File: src/rtl/nexus_ingress_admission.sv
// nexus_ingress_admission
// Ingress admission stage in front of the Nexus PIFO. Requests are buffered in
// a small FIFO; the head is decided every cycle (unless held) against its
// tenant's occupancy quota and the global PIFO capacity, and is either pushed
// to the PIFO or dropped. Departures reported by the pop side return credit.
//
// Ports:
//   i_clk, i_arst             clock (rising edge), async active-high reset
//   i_in_valid/o_in_ready     request handshake, i_in_data = tenant|meta|prio
//   i_hold                    freeze decisions (FIFO still fills)
//   o_push/o_push_data        one-cycle push strobe and word to the PIFO
//   o_drop/o_drop_tenant      one-cycle drop strobe and dropped tenant
//   i_deq_valid/i_deq_tenant  one PIFO entry of that tenant departed
//   i_cfg_we/_tenant/_quota   per-tenant quota write
//   o_global_cnt              admitted-not-departed entries
//   o_drop_cnt                saturating drop total
//   o_err                     sticky counter underflow flag
module nexus_ingress_admission #(
  parameter int PTW       = 16,
  parameter int MTW       = 32,
  parameter int TENANTS   = 16,
  parameter int TIDW      = 4,
  parameter int QW        = 8,
  parameter int CAP       = 1024,
  parameter int DEF_QUOTA = 64,
  parameter int DEPTH     = 4
) (
  input  logic                    i_clk,
  input  logic                    i_arst,
  input  logic                    i_in_valid,
  output logic                    o_in_ready,
  input  logic [MTW+PTW-1:0]      i_in_data,
  input  logic                    i_hold,
  output logic                    o_push,
  output logic [MTW+PTW-1:0]      o_push_data,
  input  logic                    i_deq_valid,
  input  logic [TIDW-1:0]         i_deq_tenant,
  input  logic                    i_cfg_we,
  input  logic [TIDW-1:0]         i_cfg_tenant,
  input  logic [QW-1:0]           i_cfg_quota,
  output logic                    o_drop,
  output logic [TIDW-1:0]         o_drop_tenant,
  output logic [$clog2(CAP):0]    o_global_cnt,
  output logic [31:0]             o_drop_cnt,
  output logic                    o_err
);

  localparam int DW = MTW + PTW;
  localparam int PW = $clog2(DEPTH);
  localparam int GW = $clog2(CAP) + 1;
  localparam logic [PW:0]   DEPTH_C = (PW+1)'(DEPTH);
  localparam logic [GW-1:0] CAP_C   = GW'(CAP);
  localparam logic [QW-1:0] DEFQ_C  = QW'(DEF_QUOTA);

  function automatic logic [31:0] sat_inc32(input logic [31:0] v);
    return (v == 32'hFFFF_FFFF) ? v : v + 32'd1;
  endfunction

  logic [DW-1:0]   r_mem [DEPTH];
  logic [PW-1:0]   r_wr_ptr, r_rd_ptr;
  logic [PW:0]     r_count;
  logic [QW-1:0]   r_occ   [TENANTS];
  logic [QW-1:0]   r_quota [TENANTS];
  logic [GW-1:0]   r_glob;
  logic            r_push, r_drop, r_err;
  logic [DW-1:0]   r_push_data;
  logic [TIDW-1:0] r_drop_tenant;
  logic [31:0]     r_drop_cnt;

  logic            w_wr, w_pop, w_admit, w_drop, w_underflow;
  logic [DW-1:0]   w_head;
  logic [TIDW-1:0] w_tenant;
  logic [TENANTS-1:0] w_occ_inc, w_occ_dec;

  // Ready depends only on the registered count: a pop in the same cycle does
  // not open a slot until the next cycle.
  assign o_in_ready = (r_count < DEPTH_C);
  assign w_wr       = i_in_valid && o_in_ready;
  assign w_pop      = (r_count != '0) && !i_hold;
  assign w_head     = r_mem[r_rd_ptr];
  assign w_tenant   = w_head[DW-1 -: TIDW];
  // Decision uses pre-edge counters; a same-cycle departure does not count.
  assign w_admit    = w_pop && (r_occ[w_tenant] < r_quota[w_tenant]) && (r_glob < CAP_C);
  assign w_drop     = w_pop && !w_admit;

  always_comb begin
    w_occ_inc = '0;
    w_occ_dec = '0;
    for (int i = 0; i < TENANTS; i++) begin
      w_occ_inc[i] = w_admit && (w_tenant == TIDW'(i));
      w_occ_dec[i] = i_deq_valid && (i_deq_tenant == TIDW'(i));
    end
  end

  // An admit and a departure of the same counter cancel, so underflow is only
  // flagged when the departure is not offset by a same-cycle admit.
  assign w_underflow = i_deq_valid &&
    (((r_occ[i_deq_tenant] == '0) && !(w_admit && (w_tenant == i_deq_tenant))) ||
     ((r_glob == '0) && !w_admit));

  // ---- ingress FIFO storage (data, not reset) ----
  always_ff @(posedge i_clk) begin
    if (w_wr) r_mem[r_wr_ptr] <= i_in_data;
  end

  // ---- ingress FIFO control ----
  always_ff @(posedge i_clk or posedge i_arst) begin
    if (i_arst) begin
      r_wr_ptr <= '0;
      r_rd_ptr <= '0;
      r_count  <= '0;
    end else begin
      if (w_wr)  r_wr_ptr <= r_wr_ptr + PW'(1);
      if (w_pop) r_rd_ptr <= r_rd_ptr + PW'(1);
      if (w_wr && !w_pop)      r_count <= r_count + (PW+1)'(1);
      else if (w_pop && !w_wr) r_count <= r_count - (PW+1)'(1);
    end
  end

  // ---- occupancy, quota and global accounting ----
  always_ff @(posedge i_clk or posedge i_arst) begin
    if (i_arst) begin
      for (int i = 0; i < TENANTS; i++) begin
        r_occ[i]   <= '0;
        r_quota[i] <= DEFQ_C;
      end
      r_glob <= '0;
      r_err  <= 1'b0;
    end else begin
      for (int i = 0; i < TENANTS; i++) begin
        if (w_occ_inc[i] && !w_occ_dec[i])
          r_occ[i] <= r_occ[i] + QW'(1);
        else if (w_occ_dec[i] && !w_occ_inc[i] && (r_occ[i] != '0))
          r_occ[i] <= r_occ[i] - QW'(1);
        if (i_cfg_we && (i_cfg_tenant == TIDW'(i)))
          r_quota[i] <= i_cfg_quota;
      end
      if (w_admit && !i_deq_valid)
        r_glob <= r_glob + GW'(1);
      else if (i_deq_valid && !w_admit && (r_glob != '0))
        r_glob <= r_glob - GW'(1);
      if (w_underflow) r_err <= 1'b1;
    end
  end

  // ---- registered decision outputs ----
  always_ff @(posedge i_clk or posedge i_arst) begin
    if (i_arst) begin
      r_push        <= 1'b0;
      r_drop        <= 1'b0;
      r_push_data   <= '0;
      r_drop_tenant <= '0;
      r_drop_cnt    <= '0;
    end else begin
      r_push <= w_admit;
      r_drop <= w_drop;
      if (w_admit) r_push_data <= w_head;
      if (w_drop) begin
        r_drop_tenant <= w_tenant;
        r_drop_cnt    <= sat_inc32(r_drop_cnt);
      end
    end
  end

  assign o_push        = r_push;
  assign o_push_data   = r_push_data;
  assign o_drop        = r_drop;
  assign o_drop_tenant = r_drop_tenant;
  assign o_global_cnt  = r_glob;
  assign o_drop_cnt    = r_drop_cnt;
  assign o_err         = r_err;

endmodule

File: config.mk
export PLATFORM = sky130hd
export DESIGN_NAME = nexus_ingress_admission
export DESIGN_NICKNAME = d
export VERILOG_FILES = /design/src/rtl/nexus_ingress_admission.sv
export SDC_FILE = /design/constraint.sdc
export NUM_CORES = 1
export LEC_CHECK = 0
export CORE_MARGIN = 8
export CORE_UTILIZATION = 55
export DETAILED_ROUTE_END_ITERATION = 6
export PLACE_DENSITY = 0.77
export SLEW_MARGIN = 20
export SYNTH_ARGS = -nofsm -noshare
export SYNTH_HDL_FRONTEND = slang
export SYNTH_SLANG_ARGS = --single-unit
File: constraint.sdc
create_clock -name i_clk -period 21.4 [get_ports i_clk]
set_clock_uncertainty 0.05 [all_clocks]
set_input_delay 4.28 -clock i_clk [delete_from_list [all_inputs] [get_ports i_clk]]
set_output_delay 4.28 -clock i_clk [all_outputs]
set_load 0.1 [all_outputs]
# Word level (Yosys, flattened, before mapping)

Memory sizes are Yosys's and may differ from the RTL's.
Index checks and enable logic that the tools add are counted.

Flip-flop bits (word level): 361
Memory bits (writable): 192
Input bits: 70
Logic and storage cells: 375
Memories: 1

Memories:

| name  | depth | width | rd ports | clocked after memory_dff | wr ports | line | text |
|---|---|---|---|---|---|---|---|
| r_mem | 4     | 48    | 1        | 0                        | 1        | 59   | `logic [DW-1:0] r_mem [DEPTH];` |

$add $sub $neg: 39
Order comparisons: 5
Equal/unequal tests: 47
Multiplexer cells: 47
Bitwise logic cells: 3
Reduce and logical (&&, ||, !) cells: 191

Operators with widths:

| kind                                                 | number |
|---|---|
| two-way mux 8 bit                                    | 38 |
| adder 8 x 1 -> 8 bit (second input constant)         | 16 |
| nonzero test 8 bit                                   | 16 |
| subtractor 8 x 1 -> 8 bit (second input constant)    | 16 |
| logical AND 1 bit                                    | 110 |
| binary-select mux 8 bit (select 4 bit)               | 3 |
| equality test 4 bit (second input constant)          | 24 |
| equality test 4 x 3 -> 1 bit (second input constant) | 12 |
| zero test 1 bit                                      | 38 |
| nonzero test 2 bit                                   | 18 |
| adder 32 x 1 -> 32 bit (second input constant)       | 1 |
| equality test 32 bit (second input constant)         | 1 |
| equality test 4 x 2 -> 1 bit (second input constant) | 6 |
| two-way mux 11 bit                                   | 2 |
| equality test 4 x 1 -> 1 bit (second input constant) | 3 |
| zero test 4 bit                                      | 3 |
| adder 11 x 1 -> 11 bit (second input constant)       | 1 |
| zero test 11 bit                                     | 1 |
| < comparator 11 bit (second input constant)          | 1 |
| nonzero test 11 bit                                  | 1 |
| subtractor 11 x 1 -> 11 bit (second input constant)  | 1 |
| >= comparator 5 bit (second input constant)          | 2 |
| NOT 4 -> 5 bit                                       | 2 |
| zero test 8 bit                                      | 1 |
| 12 further kinds                                     | 15 |

# Logic depth before layout (Yosys ltp)

Gate-level depths: netlist of run 1.
An unclocked memory read counts as a cell.

Word-level depth: 14
Gate-level depth with buffers: 30
Gate-level depth less buffers: 23

# Worst setup path after synthesis of run 1

Ideal clock, no wire load.

Kind: input -> register
Start: input port i_hold
End: register r_glob[10] (netlist: o_global_cnt[10])
Setup time: 0.125 ns
Arrival: 8.180 ns
Slack: 13.045 ns
Stages: 18
Buffers on the path: 2
Cells stage by stage: nor2_1 > inv_2 > a211oi_1 > o21a_1 > o21ai_2 > inv_2 > buf_2 > clkbuf_1 > nand2b_1 > fa_1 > a21o_1 > a21oi_1 > o21ai_0 > o41ai_1 > nor2_1 > a211oi_1 > nor3_1 > o31a_1

Cells in the longest elaborated chain, start to end: 8
Elaborated cells on any way between the ends: 10
Those cells by class: mux: 1; reduce/logical: 9

Ends and longest elaborated chain:

| element                          | line | text |
|---|---|---|
| from (decl)                      | 33   | `input logic i_hold,` |
| zero test 1 bit *                | 79   | `assign w_pop = (r_count != '0) && !i_hold;` |
| logical AND 1 bit *              | 79   |  |
| logical AND 1 bit * (2 in a row) | 83   | `assign w_admit = w_pop && (r_occ[w_tenant] < r_quota[w_tenant]) && (r_glob < CAP_C);` |
| zero test 1 bit                  | 140  | `else if (i_deq_valid && !w_admit && (r_glob != '0))` |
| logical AND 1 bit (2 in a row)   | 140  |  |
| nonzero test 2 bit (no line)     | n/a  |  |
| to (signal assigned)             | 139  | `r_glob <= r_glob + GW'(1);` |
| to (signal assigned)             | 141  | `r_glob <= r_glob - GW'(1);` |
| to (decl)                        | 64   | `logic [GW-1:0] r_glob;` |

Every way passes the cells marked *; elsewhere a longest branch is shown, timed or not.
A chain may end at the register's enable or synchronous reset.

# Final worst setup path of run 1

Same ends and word-level chain as after synthesis.

==> metrics.md, run 1 <==
| Metric | Value |
|---|---|
| M1 WL | 27,100 um |
| Final Hold Vio Count | 0 |
| CTS tree | yes |
| Setup violators final | 0 |
| Mapped Area | 28,200 um2 |
| Clock sinks | 553 |
| Post-DP HPWL | 44,800 um |
| Num ports | 169 |
| PortBufs | 168 |
| Initial Util | 55.3% |
| Uppermost layer routed | met5 |
| Final period util | 43.6% |
| Crit-path max FO | 66 |
| Setup TNS | 0 ns |
| Row cnt | 83 |
| Async SR Flop Fraction | 65.3% |
| Core area | 51,000 um2 |
| Register-to-register setup slack | 13.17 ns |
| Max-slew headroom | 27.2% |
| Synth top cells by count | dfrtp_1 (345), nand2_1 (269), mux2_2 (205) |
| Fmax | 107 MHz |
| Reg2Reg Launch Point | r_rd_ptr[0] |
| Placed insts | 2,929 |
| PwrDens | 169 nW/um2 |
| Vias per inst | 6.13 |
| Initial antenna violation count | 6 |
| FF+latch area | 14,800 um2 |
| First-pass GRT wire length | 109,000 um |
| Dpl ws | 11.49 ns |
| Status | completed |
| Cell Area, Placed | 30,500 um2 |
| Initial DRC count | 1,438 |
| EDFF count, synth | 192 |
| Worst EP arrival | 9.78 ns |
| Worst setup margin | 12.07 ns |
| Max incr delay on CP | 0.71 ns |
| Synth Register Bits | 553 |
| CP endpoint kind | flip-flop |
| Router iterations before antenna repair | 5 |
| Biggest area consumer among synthesized cells | dfrtp_1 |
| Finished Cell Area | 32,500 um2 |
| Final non-filler cell total | 3,038 |
| DRC viols | 0 |
| Slew Limit Fails | 0 |
| GPL Wtd Cong | 0.890 |
| Clk slew on worst S/H paths | 0.06 ns |
| Post-route ant nets | 0 |
| Die height | 242 um |
| CP required | 21.86 ns |
| Slowest-stage cell, CP | nor2_1 |
| Pin count of the biggest net entering global routing | 174 |
| Worst R2R End | o_global_cnt[10] |
| DR WL met3 | 4120 um |
| Routed met2 length | 34,700 um |
| Worst slew pin tran | 1.09 ns |
| Total power | 5.47 mW |
| Critical-path cell list | clkdlybuf4s50_1, nor2_1, inv_2, a211oi_1, o21a_1, o21ai_4, buf_4, inv_2, nand2b_1, fa_1, a21o_1, a21oi_1, o21ai_0, o41ai_1, nor2_1, a211oi_1, nor3_1, o31a_1 |
| Area growth syn-to-layout | 15.1% |
| Tmin final | 9.33 ns |
| Full die area | 58,800 um2 |
| Count leader, synth | dfrtp_1 |
| Post-synthesis cell type count | 72 |
| Hold buffers post-CTS | 0 |
| CTS Root Buffer Type | clkbuf_16 |
| Setup CP Type | in -> reg |
| WL final | 68,600 um |
| Clock Latency Late Sink | 0.63 ns |
| Worst Setup EP | o_global_cnt[10] |
| Net Count, Synth | 2,358 |
| RSZ-0062 raised after global routing | no |
| Vias in the first global route | 19,500 |
| Crit path from | i_hold |
| Post_cts resized | 0 |
| Global Route Usage Sum | 23.0% |
| Fin util | 63.6% |
| Share of the yosys chip area belonging to registers | 52.6% |
| Warnings from Yosys | 0 |
| Post-CTS Setup Bufs | 0 |
| Worst-case clock buffer depth | 3 |
| Share of cells above drive strength 1 | 20.1% |
| Area fraction of the dominant cell type after synthesis | 30.6% |
| Syn avg cell area | 13.1 um2 |
| Leak Pwr | 13.2 nW |
| Chip width | 242 um |
| Primary FF master, synth | dfrtp_1 |
| Max VDD drop | 133 uV |
| Filler Cells Inserted | 3,653 |
| CTS buffer count | 55 |
| Hold Slack | 0.435 ns |
| Maxcap violations | 0 |
| R2r worst-path depth | 24 |
| Avg WL per Cell | 22.6 um |
| Hold crit path type | reg -> reg |
| CP startpoint kind | primary input |
| Detailed-route via count | 18,600 |
| Total congestion overflow | 0 |
| H-tree levels | 2 |
| Final net count | 2,512 |
| Mapped Cells | 2,152 |
| Top post-synthesis cells by area | dfrtp_1 (31%), edfxtp_1 (20%), mux4_2 (8.6%) |
| Area of the multi-input gates | 12,800 um2 |
==> state kept, by name (all words and copies together), names as in the netlist, 3 cells and up <==
| register | cells |
|---|---|
| r_mem | 192 |
| r_occ | 128 |
| r_quota | 128 |
| o_push_data | 48 |
| o_drop_cnt | 32 |
| o_global_cnt | 11 |
| o_drop_tenant | 4 |
| r_count | 3 |
==> critical path: cells and delay by family <==
kind	cells	cell delay (ns)
AO/OA/AOI/OAI	9	2.66
buffers and inverters	4	1.17
AND/OR/NAND/NOR	4	1.16
adder cells (fa/ha/maj)	1	0.49
==> power by group <==
group	switching [mW]	leakage, nW	internal [mW]
Sequential	0.291	6.19	1.41
Clock	0.431	0.943	0.595
Combinational	1.64	6.05	1.10
==> kinds of logic after synthesis <==
group / share of synthesized area, %
XOR/XNOR: 5.16
multiplexers: 18.6
adder cells (fa/ha/maj): 6.51
AND/OR/NAND/NOR: 9.09
flip-flops: 52.6
AO/OA/AOI/OAI: 6.17
buffers and inverters: 1.97
==> cell usage in the layout (no fill, tap or decap), drive strengths merged, types with 16 or more instances in the layout <==
cell	synthesis	final
nor3	25	25
dfrtp	345	345
edfxtp	192	192
a21o	25	25
mux2i	34	34
fa	18	18
ha	118	118
clkbuf	48	79
mux4	108	108
a22o	20	20
and3	16	16
nand2	275	275
inv	47	48
o21bai	31	31
clkdlybuf4s50	0	168
dfstp	16	16
xnor2	98	98
nor2	70	70
nand3	37	37
mux2	215	215
a21oi	101	101
xor2	68	68
nor4	51	51
o21ai	36	36
==> worst min path at each step <==
stage | slack (ns) | cells after the start | startpoint | to
4_1_cts | 0.44 | 2 | o_push_data[23] | o_push_data[23]
3_3_place_gp | 0.41 | 2 | o_push_data[42] | o_push_data[42]
5_1_grt | 0.45 | 2 | o_err | o_err
6_report | 0.44 | 2 | o_push_data[23] | o_push_data[23]
3_5_place_dp | 0.41 | 2 | o_err | o_err
2_1_floorplan | 0.41 | 1 | r_occ[15] | r_occ[15]
==> final cells by class <==
| class | count | area share (%) |
|---|---|---|
| Inverter | 47 | 0.567 |
| Antenna cell | 5 | 0.0386 |
| Clock inverter | 25 | 1.13 |
| Timing Repair Buffer | 180 | 5.50 |
| Clock buffer | 79 | 4.89 |
| Multi-Input combinational cell | 1469 | 39.6 |
| Tap cell | 680 | 2.62 |
| Sequential cell | 553 | 45.7 |
==> metal layers <==
layer | GRT usage (%) | vias to the layer above
li1 | - | 8262
met1 | 29.2 | 9515
met2 | 39.4 | 651
met3 | 3.64 | 179
met4 | 8.89 | 4
met5 | 0 | -
Power figures use the tool's default switching activity.
==> run 2: changes to the inputs <==
==> constraint.sdc (replaced) <==
create_clock -name i_clk -period 9.1 [get_ports i_clk]
set_clock_uncertainty 0.05 [all_clocks]
set_input_delay 1.82 -clock i_clk [delete_from_list [all_inputs] [get_ports i_clk]]
set_output_delay 1.82 -clock i_clk [all_outputs]
set_load 0.1 [all_outputs]
==> run 2 against run 1 <==
- register-to-register slack lost 12 ns
- critical path depth grew 4
- hold slack lost 0.015 ns
- routed wire length grew 0.12%
- sequential power grew 140%
- combinational power grew 130%
- setup slack lost 11 ns
- non-clock buffer count grew 2
- sequential share of layout area shrank 0.083 points
- cell count is essentially flat
- clock-buffer cell count shrank 8
- global-route usage grew 0.25 points
- critical path type is now reg -> reg
- critical endpoint unchanged
==> metrics.md, run 2 (synthesized netlist as in run 1, its figures left out) <==
| Metric | Value |
|---|---|
| Hold Slack | 0.421 ns |
| Worst-case clock buffer depth | 3 |
| Final Hold Vio Count | 0 |
| H-tree levels | 2 |
| Vias per inst | 6.12 |
| Crit path top cell by count | a21oi_1 |
| Most common cell after layout, fill and taps aside | dfrtp_1 |
| Clk slew on worst S/H paths | 0.06 ns |
| Hold buffers post-CTS | 0 |
| Tmin final | 7.79 ns |
| Detailed-route via count | 18,600 |
| DR WL met3 | 3700 um |
| RSZ-0062 raised after global routing | no |
| Max incr delay on CP | 1.18 ns |
| Top reg by flops | r_mem |
| Maxcap violations | 0 |
| Die height | 242 um |
| DRC viols | 0 |
| Area growth syn-to-layout | 15.3% |
| Status | completed |
| Dpl ws | 1.37 ns |
| CTS Root Buffer Type | clkbuf_16 |
| Global Route Usage Sum | 23.2% |
| Avg WL per Cell | 22.6 um |
| Initial Util | 55.3% |
| Core area | 51,000 um2 |
| Hold crit path type | reg -> reg |
| Clock Latency Late Sink | 0.63 ns |
| GPL Wtd Cong | 0.882 |
| Post_cts resized | 0 |
| PwrDens | 397 nW/um2 |
| Setup CP Type | reg -> reg |
| Leak Pwr | 13.2 nW |
| CP Buf/Inv Count | 2 |
| Total power | 12.9 mW |
| Final period util | 85.6% |
| Worst EP arrival | 8.25 ns |
| Setup TNS | 0 ns |
| Post-route ant nets | 0 |
| Router iterations before antenna repair | 5 |
| Fin util | 63.8% |
| WL final | 68,700 um |
| Uppermost layer routed | met5 |
| Max VDD drop | 307 uV |
| Regs by FF count | r_mem: 192 flops, r_occ: 128 flops, r_quota: 128 flops |
| Crit-path max FO | 68 |
| Most frequent cells in the layout | dfrtp_1 (343), nand2_1 (269), mux2_2 (205), edfxtp_1 (192), clkdlybuf4s50_1 (168) |
| CP endpoint kind | flip-flop |
| Family with the most delay on the worst path | compound AO/OA/AOI/OAI gates |
| Largest register FFs | 192 |
| Initial DRC count | 1,605 |
| CP required | 9.56 ns |
| Vias in the first global route | 19,700 |
| CP startpoint kind | flip-flop |
| Initial antenna violation count | 7 |
| Total congestion overflow | 0 |
| Num ports | 169 |
| PortBufs | 168 |
| Worst slew pin tran | 1.12 ns |
| Chip width | 242 um |
| Critical-path cell list | buf_4, mux4_4, mux4_2, nand2_1, a21oi_1, a21oi_1, ha_1, a21o_1, a211oi_1, o21a_1, o21ai_4, inv_2, nand2b_1, fa_1, a21o_1, a21oi_1, o21ai_0, o41ai_1, nor2_1, a211oi_1, nor3_1, o31a_1 |
| FF+latch area | 14,800 um2 |
| Post-DP HPWL | 45,700 um |
| Clock sinks | 553 |
| Share of cells above drive strength 1 | 19.9% |
| Final net count | 2,517 |
| Max-slew headroom | 25.1% |
| Routed met2 length | 34,300 um |
| Area of the multi-input gates | 12,800 um2 |
| M1 WL | 28,500 um |
| Post-CTS Setup Bufs | 0 |
| Worst setup margin | 1.31 ns |
| Filler Cells Inserted | 3,662 |
| Full die area | 58,800 um2 |
| Slowest-stage cell, CP | mux4_4 |
| Slew Limit Fails | 0 |
| Fmax | 128 MHz |
| CTS buffer count | 58 |
| Pin count of the biggest net entering global routing | 153 |
| Setup violators final | 0 |
| First-pass GRT wire length | 111,000 um |
| Row cnt | 83 |
| CTS tree | yes |
==> run 2: per-layer routing <==
metal	track usage, %	vias to the layer above
met2	39.1	611
li1	-	8274
met1	30.6	9547
met4	7.79	8
met3	3.82	163
met5	0	-
==> run 2: final timing paths <==
check | start | endpoint | slack [ns] | cells past startpoint
min in group asynchronous | i_arst | r_occ[75] | 1.65 | 2
max | r_rd_ptr[1] | o_global_cnt[10] | 1.31 | 22
min | o_err | o_err | 0.42 | 2
max reg2reg | r_rd_ptr[1] | o_global_cnt[10] | 1.31 | 22
min reg2reg | o_err | o_err | 0.42 | 2
max in group asynchronous | i_arst | r_quota[122] | 5.49 | 4
==> run 2: layout make-up <==
| type | instances | area share, % |
|---|---|---|
| clock buffer | 71 | 4.68 |
| clock inverter | 35 | 1.45 |
| inverter | 47 | 0.554 |
| timing repair buffer | 182 | 5.57 |
| tap | 680 | 2.62 |
| sequential | 553 | 45.6 |
| antenna | 3 | 0.0231 |
| multi-input combinational | 1469 | 39.5 |
==> run 2: report_power, final <==
| group | switching [mW] | total, mW | internal, mW |
|---|---|---|---|
| logic | 3.82 | 6.41 | 2.59 |
| registers | 0.706 | 4.02 | 3.31 |
| clock network | 1.01 | 2.48 | 1.47 |
| total | 5.53 | 12.9 | 7.37 |
==> run 2: stage by stage <==
step / cell area, um2 / std cells
after CTS: 32500 / 3037
final: 32500 / 3040
after global placement: 30500 / 2931
after detailed placement: 30500 / 2931
after global routing: 32500 / 3040
after floorplan: 28200 / 2152
==> run 2: tightest hold or removal path, stage by stage, from the launching register on <==
cell,delay (ns)
dfrtp_1,0.34
a31oi_1,0.04
nand2_1,0.05
==> run 3: changes to the inputs <==
--- a/config.mk
+++ b/config.mk
@@ -7,6 +7,7 @@
 export LEC_CHECK = 0
 export CORE_MARGIN = 8
 export CORE_UTILIZATION = 55
+export CTS_BUF_LIST = sky130_fd_sc_hd__clkbuf_2
 export DETAILED_ROUTE_END_ITERATION = 6
 export PLACE_DENSITY = 0.77
 export SLEW_MARGIN = 20
==> run 3 against run 2 <==
- power is 5.8% lower
- combinational power about the same
- cell count grew 5.4%
- clock-buffer cell count is 147 higher
- sequential share of layout area is 0.87 points higher
- cell area fell by 1.9%
- flip-flop and latch count unchanged
- core utilization fell by 1.2 points
- die area unchanged
- sequential power hardly changed
- largest power group unchanged
- highest routed layer unchanged
==> metrics.md, run 3 (synthesized netlist as in run 1, its figures left out) <==
| Metric | Value |
|---|---|
| Hold path start | o_err |
| RSZ-0062 raised after global routing | no |
| Clock sinks | 553 |
| Crit-path max FO | 68 |
| Final period util | 85.8% |
| GPL Wtd Cong | 0.882 |
| DRC viols | 0 |
| Pin count of the biggest net entering global routing | 153 |
| Dpl ws | 1.37 ns |
| CP endpoint kind | flip-flop |
| CP startpoint kind | flip-flop |
| CTS Root Buffer Type | clkbuf_2 |
| Status | completed |
| Router iterations before antenna repair | 5 |
| Num ports | 169 |
| Clock Latency Late Sink | 1.32 ns |
| Max VDD drop | 316 uV |
| CTS tree | yes |
| Placed insts | 2,931 |
| Core area | 51,000 um2 |
| Final Hold Vio Count | 0 |
| Final net count | 2,604 |
| Post-CTS Setup Bufs | 0 |
| Initial Util | 55.3% |
| Clock share of power | 14.4% |
| Power share of the combinational group | 52.6% |
| Slew Limit Fails | 0 |
| Hold crit path type | reg -> reg |
| Critical-path cell list | buf_4, mux4_4, mux4_2, nand2_1, a21oi_1, a21oi_1, ha_1, a21o_1, a211oi_1, o21a_1, o21ai_4, inv_2, nand2b_1, fa_1, a21o_1, a21oi_1, o21ai_0, o41ai_1, nor2_1, a211oi_1, nor3_1, o31a_1 |
| Total power | 12.2 mW |
| Vias in the first global route | 20,200 |
| H-tree levels | 4 |
| Tmin final | 7.81 ns |
| Max incr delay on CP | 1.19 ns |
| Area growth syn-to-layout | 13.1% |
| Slowest-stage cell, CP | mux4_4 |
| Fmax | 128 MHz |
| Vias per inst | 5.96 |
| Switch share | 45.7% |
| Initial DRC count | 1,362 |
| Most frequent cells in the layout | dfrtp_1 (343), nand2_1 (269), clkbuf_2 (218), mux2_2 (205), edfxtp_1 (192) |
| Global Route Usage Sum | 23.3% |
| Final non-filler cell total | 3,204 |
| Setup CP Type | reg -> reg |
| CP Buf/Inv Count | 2 |
| Worst slew pin tran | 1.10 ns |
| Post-route ant nets | 0 |
| Initial antenna violation count | 9 |
| Reg2Reg Launch Point | r_rd_ptr[1] |
| Crit path from | r_rd_ptr[1] |
| Row cnt | 83 |
| Worst EP arrival | 8.88 ns |
| WL final | 68,300 um |
| Largest register FFs | 192 |
| Leak Pwr | 13.3 nW |
| Switching Power | 5.55 mW |
| First-pass GRT wire length | 110,000 um |
| CP required | 10.17 ns |
| Regs by FF count | r_mem: 192 flops, r_occ: 128 flops, r_quota: 128 flops |
| Hold Slack | 0.432 ns |
| Clk slew on worst S/H paths | 0.09 ns |
| Die height | 242 um |
| Max-slew headroom | 26.3% |
| Register-to-register setup slack | 1.29 ns |
| PortBufs | 168 |
| PwrDens | 381 nW/um2 |
| Detailed-route via count | 19,100 |
| Most common cell after layout, fill and taps aside | dfrtp_1 |
| Post-DP HPWL | 45,700 um |
| Worst-case clock buffer depth | 3 |
| Share of cells above drive strength 1 | 24.7% |
| Avg WL per Cell | 21.3 um |
| Total congestion overflow | 0 |
| Crit path top cell by count | a21oi_1 |
| Worst setup margin | 1.29 ns |
| CTS buffer count | 145 |
| Top reg by flops | r_mem |
| Internal power | 6.60 mW |
| Chip width | 242 um |
| Maxcap violations | 0 |
| Post_cts resized | 0 |
| Family with the most delay on the worst path | compound AO/OA/AOI/OAI gates |
| Setup TNS | 0 ns |
| Setup violators final | 0 |
| Full die area | 58,800 um2 |
| Hold buffers post-CTS | 0 |
| Seq pwr share | 33.0% |
==> run 3: layout make-up <==
| cell class | count | area (um2) |
|---|---|---|
| Inverter | 47 | 180 |
| Fill cell | 3857 | 19100 |
| Sequential cell | 553 | 14800 |
| Multi-Input combinational cell | 1469 | 12800 |
| Tap cell | 680 | 851 |
| Clock inverter | 45 | 273 |
| Clock buffer | 218 | 1090 |
| Antenna cell | 10 | 25.0 |
| Timing Repair Buffer | 182 | 1810 |
==> run 3: routing by layer <==
metal	vias to the layer above	GRT usage [%]	routed length, um
met5	-	0	68
met4	10	9.52	2170
met3	188	5.46	3990
met2	636	38.9	34300
met1	9699	29.2	27800
li1	8559	-	-
==> run 3: power by group through the flow <==
stage | Sequential [mW] | Combinational, mW | Clock [mW]
floorplan | 4.83 | 3.99 | 0
global placement | 4.01 | 6.18 | 0
detailed placement | 4.04 | 6.36 | 0
CTS | 3.99 | 6.40 | 1.82
global route | 4.09 | 6.92 | 1.96
finish | 4.01 | 6.39 | 1.76
==> run 3: worst register-to-register path: cells and delay by family, from the launching register on <==
family,cells,cell delay (ns)
DFF,1,0.38
adders and majority gates,2,0.85
and+or+nand+nor,4,0.54
AOI/OAI and AO/OA,12,3.38
muxes,2,1.70
buffers and inverters,2,0.75
==> run 3: stage by stage <==
step                utilization, %  area, um2
floorplan                        -      28200
global placement              59.8      30500
detailed placement            59.8      30500
CTS                           62.5      31900
global route                  62.5      31900
finish                        62.6      31900
==> run 3: worst paths after layout <==
check	cells past startpoint	to
max	22	o_global_cnt[10]
max in group asynchronous	4	o_push_data[31]
min in group asynchronous	2	r_occ[68]
min reg2reg	2	o_err
min	2	o_err
max reg2reg	22	o_global_cnt[10]
